[src/rtl/prog_clock_divider.sv]
// Multi-channel programmable clock divider: each channel emits a tick every D+1
// enabled cycles and a square wave of period 2*(D+1). Divisor updates land on a wrap.
module pcd_chan #(
  parameter int unsigned    CNT_W   = 25,
  parameter logic [CNT_W-1:0] DEF_DIV = '1
) (
  input  logic             clk,
  input  logic             reset,
  input  logic             enable,
  input  logic             sync_clear,
  input  logic             wr,
  input  logic [CNT_W-1:0] wr_data,
  output logic             tick,
  output logic             clk_out,
  output logic             upd_pending
);
  logic [CNT_W-1:0] cnt_q, cnt_d, act_q, act_d, pend_q, pend_d;
  logic             tick_q, tick_d, clk_q, clk_d, pv_q, pv_d;
  logic             wrap;

  always_comb begin
    cnt_d  = cnt_q;
    act_d  = act_q;
    pend_d = pend_q;
    pv_d   = pv_q;
    tick_d = 1'b0;
    clk_d  = clk_q;
    wrap   = (cnt_q == act_q);
    if (sync_clear) begin
      cnt_d = '0;
      clk_d = 1'b0;
      if (pv_q) act_d = pend_q;
      pv_d  = 1'b0;
    end else if (!enable) begin
      // no period in flight while frozen, so a pending divisor can apply at once
      if (pv_q) begin
        act_d = pend_q;
        pv_d  = 1'b0;
      end
    end else begin
      cnt_d  = wrap ? '0 : cnt_q + 1'b1;
      tick_d = wrap;
      clk_d  = clk_q ^ wrap;
      if (wrap && pv_q) begin
        act_d = pend_q;
        pv_d  = 1'b0;
      end
    end
    // a write always lands in pending, even on a clear or wrap edge
    if (wr) begin
      pend_d = wr_data;
      pv_d   = 1'b1;
    end
  end

  always_ff @(posedge clk or posedge reset) begin
    if (reset) begin
      cnt_q  <= '0;
      act_q  <= DEF_DIV;
      pend_q <= DEF_DIV;
      pv_q   <= 1'b0;
      tick_q <= 1'b0;
      clk_q  <= 1'b0;
    end else begin
      cnt_q  <= cnt_d;
      act_q  <= act_d;
      pend_q <= pend_d;
      pv_q   <= pv_d;
      tick_q <= tick_d;
      clk_q  <= clk_d;
    end
  end

  assign tick        = tick_q;
  assign clk_out     = clk_q;
  assign upd_pending = pv_q;
endmodule

module prog_clock_divider #(
  parameter int unsigned      NUM_CH  = 3,
  parameter int unsigned      CNT_W   = 25,
  parameter logic [CNT_W-1:0] DEF_DIV = CNT_W'((64'd1 << (CNT_W-1)) - 64'd1)
) (
  input  logic              clk,
  input  logic              reset,
  input  logic              enable,
  input  logic              sync_clear,
  input  logic              div_wr,
  input  logic [2:0]        div_sel,
  input  logic [CNT_W-1:0]  div_data,
  output logic [NUM_CH-1:0] tick,
  output logic [NUM_CH-1:0] clk_out,
  output logic [NUM_CH-1:0] upd_pending,
  output logic              wr_err
);
  logic wr_err_q, wr_err_d;

  for (genvar i = 0; i < NUM_CH; i++) begin : g_ch
    pcd_chan #(.CNT_W(CNT_W), .DEF_DIV(DEF_DIV)) u_ch (
      .clk         (clk),
      .reset       (reset),
      .enable      (enable),
      .sync_clear  (sync_clear),
      .wr          (div_wr && (int'(div_sel) == i)),
      .wr_data     (div_data),
      .tick        (tick[i]),
      .clk_out     (clk_out[i]),
      .upd_pending (upd_pending[i])
    );
  end

  always_comb wr_err_d = div_wr && (int'(div_sel) >= int'(NUM_CH));

  always_ff @(posedge clk or posedge reset) begin
    if (reset) wr_err_q <= 1'b0;
    else       wr_err_q <= wr_err_d;
  end

  assign wr_err = wr_err_q;
endmodule

[config.mk]
export PLATFORM = sky130hd
export DESIGN_NAME = prog_clock_divider
export DESIGN_NICKNAME = d
export VERILOG_FILES = /design/src/rtl/prog_clock_divider.sv
export SDC_FILE = /design/constraint.sdc
export NUM_CORES = 1
export LEC_CHECK = 0
export CORE_AREA = 3 3 156 173
export CTS_BUF_LIST = sky130_fd_sc_hd__clkbuf_4 sky130_fd_sc_hd__clkbuf_8
export CTS_CLUSTER_DIAMETER = 100
export DETAILED_ROUTE_END_ITERATION = 8
export DIE_AREA = 0 0 159 176
export GPL_ROUTABILITY_DRIVEN = 0
export PLACE_DENSITY = 0.68
export SLEW_MARGIN = 20
export SYNTH_ARGS = -nofsm -noshare
export SYNTH_HDL_FRONTEND = slang
export SYNTH_SLANG_ARGS = --single-unit
[constraint.sdc]
create_clock -name clk -period 8.2 [get_ports clk]
set_input_delay 1.64 -clock clk [delete_from_list [all_inputs] [get_ports clk]]
set_output_delay 1.64 -clock clk [all_outputs]
set_load 0.02 [all_outputs]
-- Word level (Yosys, flattened, before mapping)
Index checks and enable logic that the tools add are counted.
- register bits: 235
- input port bits: 33
- word-level logic and storage cells: 91
- add/subtract/negate cells: 3
- $lt $le $gt $ge: 1
- equal/unequal tests: 11
- mux-type cells: 45
- bitwise operators: 3
- reductions and logical operators: 9
- operators by type and width (kind ; number):
    $mux W25 ; 21
    $add A25 B1 Y25 const B ; 3
    $eq A25 B25 Y1 ; 3
    $mux W1 ; 24
    $ne A4 B1 Y1 const B ; 3
    $ne A3 B1 Y1 const B ; 3
    $logic_and A1 B1 Y1 ; 7
    $eq A3 B2 Y1 const B ; 1
    $eq A3 B3 Y1 const B ; 1
    $ge A3 B2 Y1 const B ; 1
    $logic_not A3 Y1 ; 1
    $xor A1 B1 Y1 ; 3
    $reduce_bool A2 Y1 ; 1

-- Longest topological paths before layout
Gate-level depths: netlist of run 1.
- depth after elaboration: 6
- gate-level depth with buffers: 9
- gate-level depth less buffers: 7

-- Cells and area by module
From an unflattened synthesis of run 1, not the netlist that was laid out.
- cells, all modules: 979
- area total of the unflattened synthesis: 11573.6 um2
- modules (own cells, without submodules) (module ; times used ; cells each ; area an instance (um2)):
    pcd_chan ; 3 ; 324 ; 3831.2
    prog_clock_divider ; 1 ; 7 ; 80.1

-- Least setup slack after synthesis of run 1
No wires, ideal clock.
- path kind: input port to flip-flop
- from: input div_sel[2]
- to: register g_ch[0].u_ch.pend_q[24]
- data arrival time: 3.032 ns
- required time: 8.075 ns
- path slack: 5.043 ns
- stages: 4
- cells stage by stage: nand2b_1 -> nor3_1 -> buf_2 -> mux2_2
- longest elaborated chain between the ends: 2
- RTL lines (what ; RTL line ; text):
    start, declared ; 89 ; input logic [2:0] div_sel,
    $logic_not A3 Y1 ; 104 ; .wr (div_wr && (int'(div_sel) == i)),
    $logic_and A1 B1 Y1 ; 104 ;
    end signal, assigned ; 67 ; pend_q <= pend_d;
    end, declared ; 17 ; logic [CNT_W-1:0] cnt_q, cnt_d, act_q, act_d, pend_q, pend_d;
Every way passes these cells.
A chain may end at the register's enable or synchronous reset.

-- Final worst setup path of run 1
- from: input sync_clear
- to: register g_ch[1].u_ch.act_q[2]
- longest elaborated chain between the ends: 1
- elaborated cells on any way between the ends: 2
- RTL lines (what ; RTL line ; text):
    start, declared ; 87 ; input logic sync_clear,
    $ne A3 B1 Y1 (no line) / $mux W25 (equally long branches) ; n/a ;
    end signal, assigned ; 66 ; act_q <= act_d;
    end, declared ; 17 ;
Several ways; a longest one is shown, not always the timed one.

==> impl_results.rst, run 1 <==
.. list-table::
   :header-rows: 1

   * - Metric
     - Value
   * - Clock period minus worst slack
     - 3.88 ns
   * - Global-route wire length before repair
     - 39.3 mm
   * - Core region area
     - 25300 um^2
   * - Worst r2r path cells
     - 6
   * - Synthesis-to-finish area growth
     - 13.6%
   * - Switching Fraction
     - 0.250
   * - Count of mapped cells out of synthesis
     - 926
   * - Switching power total
     - 869 uW
   * - Adder-cell share of the synthesized area
     - 0.00332
   * - Via count of the first global-routing pass
     - 7083
   * - Sequential share of the synthesized area
     - 0.536
   * - Ys Warns
     - 0
   * - Number of gates resized after cts
     - 0
   * - Number of buffers inserted during clock tree synthesis
     - 40
   * - Critical Path AT
     - 4.33 ns
   * - Critical path launch point type
     - primary input
   * - Residual overflow from global routing
     - 0
   * - Total Die Area
     - 28000 um^2
   * - Starting density of the core
     - 0.446
   * - Worst-case vdd ir drop
     - 0.000132 V
   * - Worst hold start
     - g_ch[0].u_ch.pend_q[24]$_DFFE_PP0P_
   * - Routed wire per std cell
     - 18.1 um
   * - Capturing element type of the critical path
     - flip-flop
   * - Number of I/O pins
     - 43
   * - Worst Skew
     - 0.0323 ns
   * - Parity-gate share of the synthesized area counting xor and xnor cells
     - 0.0659
   * - Critical path fanouts, max
     - 25
   * - Worst-case hold path end point
     - g_ch[0].u_ch.act_q[24]$_DFFE_PP0P_
   * - Number of storage elements in the synthesis netlist
     - 235
   * - Clk buf depth
     - 3
   * - Final non-filler cell total
     - 1341
   * - Clock latency at the later pin of the worst-skew pair
     - 0.54 ns
   * - TritonCTS clock tree
     - built
   * - Cell with the largest stage delay on the worst path
     - sky130_fd_sc_hd__clkdlybuf4s50_1
   * - Pre-CTS worst setup slack
     - 3.85 ns
   * - Power density over the cells
     - 270 nW/um^2
   * - Worst reg-to-reg setup slack
     - 5.05 ns
   * - Clock-pin slew on the worst setup and hold paths
     - 0.07 ns
   * - Rel. slew slack
     - 0.461
   * - Type of the most critical hold path
     - reg2reg
   * - Post-synthesis simple-gate area fraction
     - 0.123
   * - Total length of routed wires
     - 24.2 mm
   * - Number of detailed-route iterations in the first pass
     - 5
   * - Share of the synthesized area in the top cell type
     - 0.335
   * - Power share of the sequential group
     - 0.509
   * - Static leakage power
     - 5.17 nW
   * - FMAX
     - 0.258 GHz
   * - Final Hold Fails
     - 0
   * - Antenna-violating nets left
     - 0
   * - Fin nets
     - 1001
   * - Ordered cell list for the critical path
     - clkdlybuf4s50_1 > nand2b_1 > a21o_1 > nand2_2 > mux2_1
   * - Die height
     - 176 um
   * - Portion of the clock cycle consumed by the worst path in the final layout
     - 0.473
   * - Number of violations of the max-capacitance limit
     - 0
   * - Fill cell count
     - 2252
   * - Antenna violations before repair
     - 0
   * - Critical path class
     - in2reg
   * - Number of synthesized flops with an enable pin
     - 0
   * - Fraction of layout instances using a drive strength above 1
     - 0.398
   * - Cell types with the largest area share after synthesis
     - sky130_fd_sc_hd__dfstp_2 (33%), sky130_fd_sc_hd__dfrtp_1 (20%), sky130_fd_sc_hd__mux2_2 (11%)
   * - Final antenna diode count
     - 0
   * - Buffers added on ports
     - 42
   * - Total power
     - 3.47 mW
   * - Capturing point of the worst reg2reg path
     - g_ch[1].u_ch.act_q[2]$_DFFE_PP1P_
   * - Number of design rule violations left after detail routing
     - 0
   * - Worst Tran Pin Value
     - 0.808 ns
   * - Number of clock sinks
     - 235
   * - Post-route setup slack
     - 4.32 ns
   * - Setup-violating endpoint count in the final report
     - 0
   * - Library cell used as clock root buffer
     - sky130_fd_sc_hd__clkbuf_8
   * - Cell count after placement
     - 1269
   * - Post-Syn Nets
     - 962
   * - Asr flop ratio synth
     - 1.00
   * - Die extent in x
     - 159 um
   * - Pin count of the biggest net entering global routing
     - 108
   * - Layout Cell Area excl Fill
     - 12800 um^2
   * - Post-Synthesis Cell Area
     - 11300 um^2
   * - Family with the most delay on the worst path
     - simple AND/OR/NAND/NOR gates
   * - Result of the run
     - finished, final reports clean
   * - Via count
     - 7209
   * - Detailed Route Iter0 Violations
     - 371
   * - Placed Area
     - 12000 um^2
   * - Cell taking the most area after synthesis
     - sky130_fd_sc_hd__dfstp_2
   * - Number of levels the H-tree was split into
     - 2
   * - Multiplexer area fraction after synthesis
     - 0.171
   * - Overall routing resource usage
     - 0.174
   * - Worst EP required
     - 8.64 ns
   * - Count of pins over their slew limit
     - 0
   * - Internal power
     - 2.60 mW
   * - Hold-fix buffer count after cts
     - 0
   * - Worst Hold Slack
     - 0.503 ns
   * - CP peak stage delay
     - 0.66 ns
   * - Clock share of power
     - 0.321
   * - Worst hold path cell count
     - 1
   * - Final HPWL DP
     - 16.8 mm
   * - Number of buffers added for setup after CTS
     - 0
   * - Buffering stage count on the worst path with inverters included
     - 1
   * - Final setup TNS
     - 0 ns
   * - RSZ-0062 raised after global routing
     - false
   * - Syn Area/Cell
     - 12.2 um^2
   * - Gate power share
     - 0.170
   * - Drt via density
     - 5.38
   * - Number of rows in the core area
     - 61
   * - Reg-to-reg startpoint
     - g_ch[1].u_ch.cnt_q[2]$_DFFE_PP0P_
   * - Complex-gate fraction of the synthesized area
     - 0.0689
   * - Final Core Density
     - 0.507
   * - Number of distinct library cells after synthesis
     - 48
   * - Largest family of logic cells by synthesized area
     - multiplexers
   * - Most common flop cell mapped by yosys
     - sky130_fd_sc_hd__dfstp_2
how the worst max path moves through the flow:
stage                from                                  to  cells past startpoint
2_1_floorplan       reset  g_ch[0].u_ch.act_q[24]$_DFFE_PP0P_                      1
3_3_place_gp   sync_clear  g_ch[1].u_ch.act_q[24]$_DFFE_PP0P_                      5
3_5_place_dp   sync_clear   g_ch[1].u_ch.act_q[2]$_DFFE_PP1P_                      5
4_1_cts        sync_clear   g_ch[1].u_ch.act_q[2]$_DFFE_PP1P_                      5
5_1_grt        sync_clear   g_ch[1].u_ch.act_q[2]$_DFFE_PP1P_                      5
6_report       sync_clear   g_ch[1].u_ch.act_q[2]$_DFFE_PP1P_                      5
power groups by stage:
stage / combinational (mW) / clock (mW) / sequential [mW]
2_1_floorplan: 0.495 / 0 / 1.70
3_3_place_gp: 0.577 / 0 / 1.78
3_5_place_dp: 0.594 / 0 / 1.79
4_1_cts: 0.599 / 1.15 / 1.77
5_1_grt: 0.643 / 1.21 / 1.80
6_report: 0.590 / 1.12 / 1.77
final cells by class:
class	instances	area, um^2	share of cell area
flip-flops and latches	235	6060	0.472
inverters	14	60.1	0.00468
clock buffers	65	807	0.0629
clock inverters	7	66.3	0.00517
repair buffers	51	488	0.0380
well taps	346	433	0.0337
multi-input cells	623	4920	0.383
cells in the mapped netlist (all sizes together) (18+ instances only):
cell type	n
nand3	64
mux2	150
o311ai	22
nand4	29
a21oi	23
and3	21
nand2	74
o21ai	20
dfstp	144
dfrtp	91
nor2	33
clkbuf	27
xnor2	75
buf	27
a21o	18
kinds of logic after synthesis:
| group | after synthesis |
|---|---|
| XOR/XNOR | 85 |
| multiplexers | 159 |
| AO/OA/AOI/OAI | 111 |
| flip-flops | 235 |
| buffers and inverters | 68 |
| AND/OR/NAND/NOR | 265 |
| adder cells (fa/ha/maj) | 3 |
per-layer routing:
metal  global-route usage  wire [um]  part of all wire
met1                0.233      10600              0.44
met2                0.292      12100              0.50
met3               0.0298       1060             0.044
met4               0.0558        519             0.021
met5                    0          0                 0
cell usage in the layout (no fill, tap or decap), drive strengths merged, types with 29 or more instances in the layout:
cell type	n
mux2	150
dfstp	144
dfrtp	91
xnor2	75
nand2	74
clkbuf	65
nand3	64
clkdlybuf4s50	42
nor2	33
nand4	29
state kept, by name, indices dropped and copies added (netlist names):
| name | cells |
|---|---|
| g_ch.u_ch.act_q | 75 |
| wr_err | 1 |
| g_ch.u_ch.pend_q | 75 |
| g_ch.u_ch.upd_pending | 3 |
| g_ch.u_ch.tick | 3 |
| g_ch.u_ch.clk_out | 3 |
| g_ch.u_ch.cnt_q | 75 |
worst reg2reg max path, delay by kind of cell, from the launching register on:
family	cells	cell delay [ns]
multiplexers	1	0.46
flip-flops	1	0.45
AND/OR/NAND/NOR	3	1.18
XOR/XNOR	1	0.30
AO/OA/AOI/OAI	1	0.68
Note: power is estimated with default switching activity, not from simulation.
==> run 2: changes to the inputs <==
--- a/config.mk
+++ b/config.mk
@@ -11,7 +11,7 @@
 export DETAILED_ROUTE_END_ITERATION = 8
 export DIE_AREA = 0 0 159 176
 export GPL_ROUTABILITY_DRIVEN = 0
-export PLACE_DENSITY = 0.68
+export PLACE_DENSITY = 0.66
 export SLEW_MARGIN = 20
 export SYNTH_ARGS = -nofsm -noshare
 export SYNTH_HDL_FRONTEND = slang
==> constraint.sdc (replaced) <==
create_clock -name clk -period 3.8 [get_ports clk]
set_input_delay 0.76 -clock clk [delete_from_list [all_inputs] [get_ports clk]]
set_output_delay 0.76 -clock clk [all_outputs]
set_load 0.02 [all_outputs]
==> impl_results.rst, run 2 (synthesized netlist as in run 1, its figures left out) <==
.. list-table::
   :header-rows: 1

   * - Metric
     - Value
   * - Number of I/O pins
     - 43 (unchanged)
   * - Library cell used as clock root buffer
     - sky130_fd_sc_hd__clkbuf_8
   * - Worst-case vdd ir drop
     - 0.000233 V (+77%)
   * - FMAX
     - 0.388 GHz
   * - Die extent in x
     - 159 um (unchanged)
   * - Layout Cell Area excl Fill
     - 13000 um^2 (+1.5%)
   * - Antenna-violating nets left
     - 0 (unchanged)
   * - Result of the run
     - finished, final reports clean
   * - Switching Fraction
     - 0.243 (-0.00737)
   * - Starting density of the core
     - 0.446 (unchanged)
   * - Switching power total
     - 1.90 mW (+120%)
   * - Number of violations of the max-capacitance limit
     - 0 (unchanged)
   * - Number of buffers inserted during clock tree synthesis
     - 41 (+2.5%)
   * - Number of buffers added for setup after CTS
     - 0 (unchanged)
   * - Worst Skew
     - 0.0261 ns (-0.00618 ns)
   * - Detailed Route Iter0 Violations
     - 420 (+13%)
   * - RSZ-0062 raised after global routing
     - false
   * - Capturing element type of the critical path
     - flip-flop
   * - Via count
     - 7203 (-0.083%)
   * - Number of gates resized after cts
     - 0 (unchanged)
   * - Final antenna diode count
     - 0 (unchanged)
   * - Total length of routed wires
     - 24.5 mm (+0.90%)
   * - Clock period minus worst slack
     - 2.58 ns
   * - Clock share of power
     - 0.348 (+0.027)
   * - Fraction of layout instances using a drive strength above 1
     - 0.402 (+0.00421)
   * - Largest registers ranked by flip-flop count
     - g_ch.u_ch.act_q x75, g_ch.u_ch.cnt_q x75, g_ch.u_ch.pend_q x75
   * - Die height
     - 176 um (unchanged)
   * - Worst EP required
     - 4.20 ns (-4.44 ns)
   * - Worst Hold Slack
     - 0.505 ns (+0.00148 ns)
   * - Worst Tran Pin Value
     - 0.868 ns (+0.0596 ns)
   * - TritonCTS clock tree
     - built
   * - Final HPWL DP
     - 17.2 mm (+2.4%)
   * - Critical path launch point type
     - flip-flop
   * - Power density over the cells
     - 598 nW/um^2 (+120%)
   * - Number of levels the H-tree was split into
     - 2 (unchanged)
   * - Core region area
     - 25300 um^2 (unchanged)
   * - Portion of the clock cycle consumed by the worst path in the final layout
     - 0.679
   * - Clk buf depth
     - 3 (unchanged)
   * - Internal power
     - 5.90 mW (+130%)
   * - Critical Path AT
     - 2.98 ns (-1.35 ns)
   * - Setup-violating endpoint count in the final report
     - 0 (unchanged)
   * - Via count of the first global-routing pass
     - 7114 (+0.44%)
   * - Hold-fix buffer count after cts
     - 0 (unchanged)
   * - Overall routing resource usage
     - 0.176 (+0.00202)
   * - Antenna violations before repair
     - 0 (unchanged)
   * - Final Core Density
     - 0.514 (+0.00760)
   * - Count of pins over their slew limit
     - 0 (unchanged)
   * - Rel. slew slack
     - 0.420 (-0.0409)
   * - Number of rows in the core area
     - 61 (unchanged)
   * - Most used cells in the layout excluding fill and tap cells
     - sky130_fd_sc_hd__dfstp_2 (144), sky130_fd_sc_hd__mux2_2 (109), sky130_fd_sc_hd__dfrtp_1 (91)
   * - Clock-pin slew on the worst setup and hold paths
     - 0.06 ns (about the same)
   * - Critical path class
     - reg2reg
   * - Number of detailed-route iterations in the first pass
     - 4 (-1)
   * - Power share of the sequential group
     - 0.486 (-0.023)
   * - Total Die Area
     - 28000 um^2 (unchanged)
   * - Type of the most critical hold path
     - reg2reg
   * - Critical path fanouts, max
     - 25 (unchanged)
   * - Static leakage power
     - 5.26 nW (+1.7%)
   * - Drt via density
     - 5.34 (-0.60%)
   * - Clock latency at the later pin of the worst-skew pair
     - 0.54 ns (about the same)
   * - Number of clock sinks
     - 235 (unchanged)
   * - Residual overflow from global routing
     - 0 (unchanged)
   * - Synthesis-to-finish area growth
     - 15.3%
   * - Placed Area
     - 12000 um^2 (+0.64%)
   * - Most frequent standard cell in the layout excluding fill and tap cells
     - sky130_fd_sc_hd__dfstp_2
   * - Pin count of the biggest net entering global routing
     - 65 (-40%)
   * - Buffers added on ports
     - 42 (unchanged)
   * - Fin nets
     - 1006 (+0.50%)
   * - Final Hold Fails
     - 0 (unchanged)
   * - Routed wire per std cell
     - 18.1 um (+0.38%)
   * - Gate power share
     - 0.166 (-0.004)
   * - Global-route wire length before repair
     - 39.9 mm (+1.6%)
   * - Number of design rule violations left after detail routing
     - 0 (unchanged)
   * - Final setup TNS
     - 0 ns (unchanged)
## run 2: changes by cell type in the layout (fill, tap and decap cells not counted), sizes merged
cell / delta
bufinv: +3
inv: -1
clkinv: -1
clkbuf: +2
buf: +4
## run 2: through the flow
step                      cells  total power [mW]  worst slack (ns)
final                      1348              7.80              1.22
after global routing       1348              8.17              1.04
after CTS                  1348              7.91              1.17
after detailed placement   1273              5.15             0.785
after global placement     1273              5.09             0.911
after floorplan             926              4.75            0.0797
## run 2: worst max-delay path, cell delays in order (launching register included)
cell,delay [ns]
sky130_fd_sc_hd__dfrtp_1,0.45
sky130_fd_sc_hd__xnor2_1,0.32
sky130_fd_sc_hd__nand4_1,0.22
sky130_fd_sc_hd__nor4_2,0.46
sky130_fd_sc_hd__a21o_1,0.24
sky130_fd_sc_hd__nand2_2,0.35
sky130_fd_sc_hd__mux2_2,0.41
## run 2: per-layer routing
| metal | global-route usage | up-vias | wire [um] |
|---|---|---|---|
| met4 | 0.0565 | 0 | 501 |
| met1 | 0.242 | 3654 | 11200 |
| met5 | 0 | - | 0 |
| li1 | - | 3413 | - |
| met2 | 0.291 | 102 | 12000 |
| met3 | 0.0265 | 34 | 743 |
## run 2: worst paths after layout
check | start | to | slack, ns | cells past startpoint
min | g_ch[2].u_ch.pend_q[24]$_DFFE_PP0P_ | g_ch[2].u_ch.act_q[24]$_DFFE_PP0P_ | 0.50 | 1
min reg2reg | g_ch[2].u_ch.pend_q[24]$_DFFE_PP0P_ | g_ch[2].u_ch.act_q[24]$_DFFE_PP0P_ | 0.50 | 1
max | g_ch[1].u_ch.cnt_q[2]$_DFFE_PP0P_ | g_ch[1].u_ch.act_q[24]$_DFFE_PP0P_ | 1.22 | 6
max reg2reg | g_ch[1].u_ch.cnt_q[2]$_DFFE_PP0P_ | g_ch[1].u_ch.act_q[24]$_DFFE_PP0P_ | 1.22 | 6
min in group asynchronous | reset | g_ch[2].u_ch.cnt_q[11]$_DFFE_PP0P_ | 0.77 | 2
max in group asynchronous | reset | g_ch[2].u_ch.act_q[23]$_DFFE_PP1P_ | 2.18 | 3
## run 2: area by class of cell
type | count | area [um^2]
fillers | 2214 | 12300
repair buffers | 55 | 568
well taps | 346 | 433
clock inverters | 8 | 144
multi-input cells | 623 | 4910
inverters | 14 | 56.3
clock buffers | 67 | 853
flip-flops and latches | 235 | 6060
## run 2: power groups by stage
| stage | logic [mW] | clock network, mW | registers, mW |
|---|---|---|---|
| floorplan | 1.07 | 0 | 3.68 |
| global placement | 1.27 | 0 | 3.82 |
| detailed placement | 1.31 | 0 | 3.83 |
| CTS | 1.32 | 2.79 | 3.80 |
| global route | 1.40 | 2.91 | 3.86 |
| finish | 1.29 | 2.71 | 3.79 |
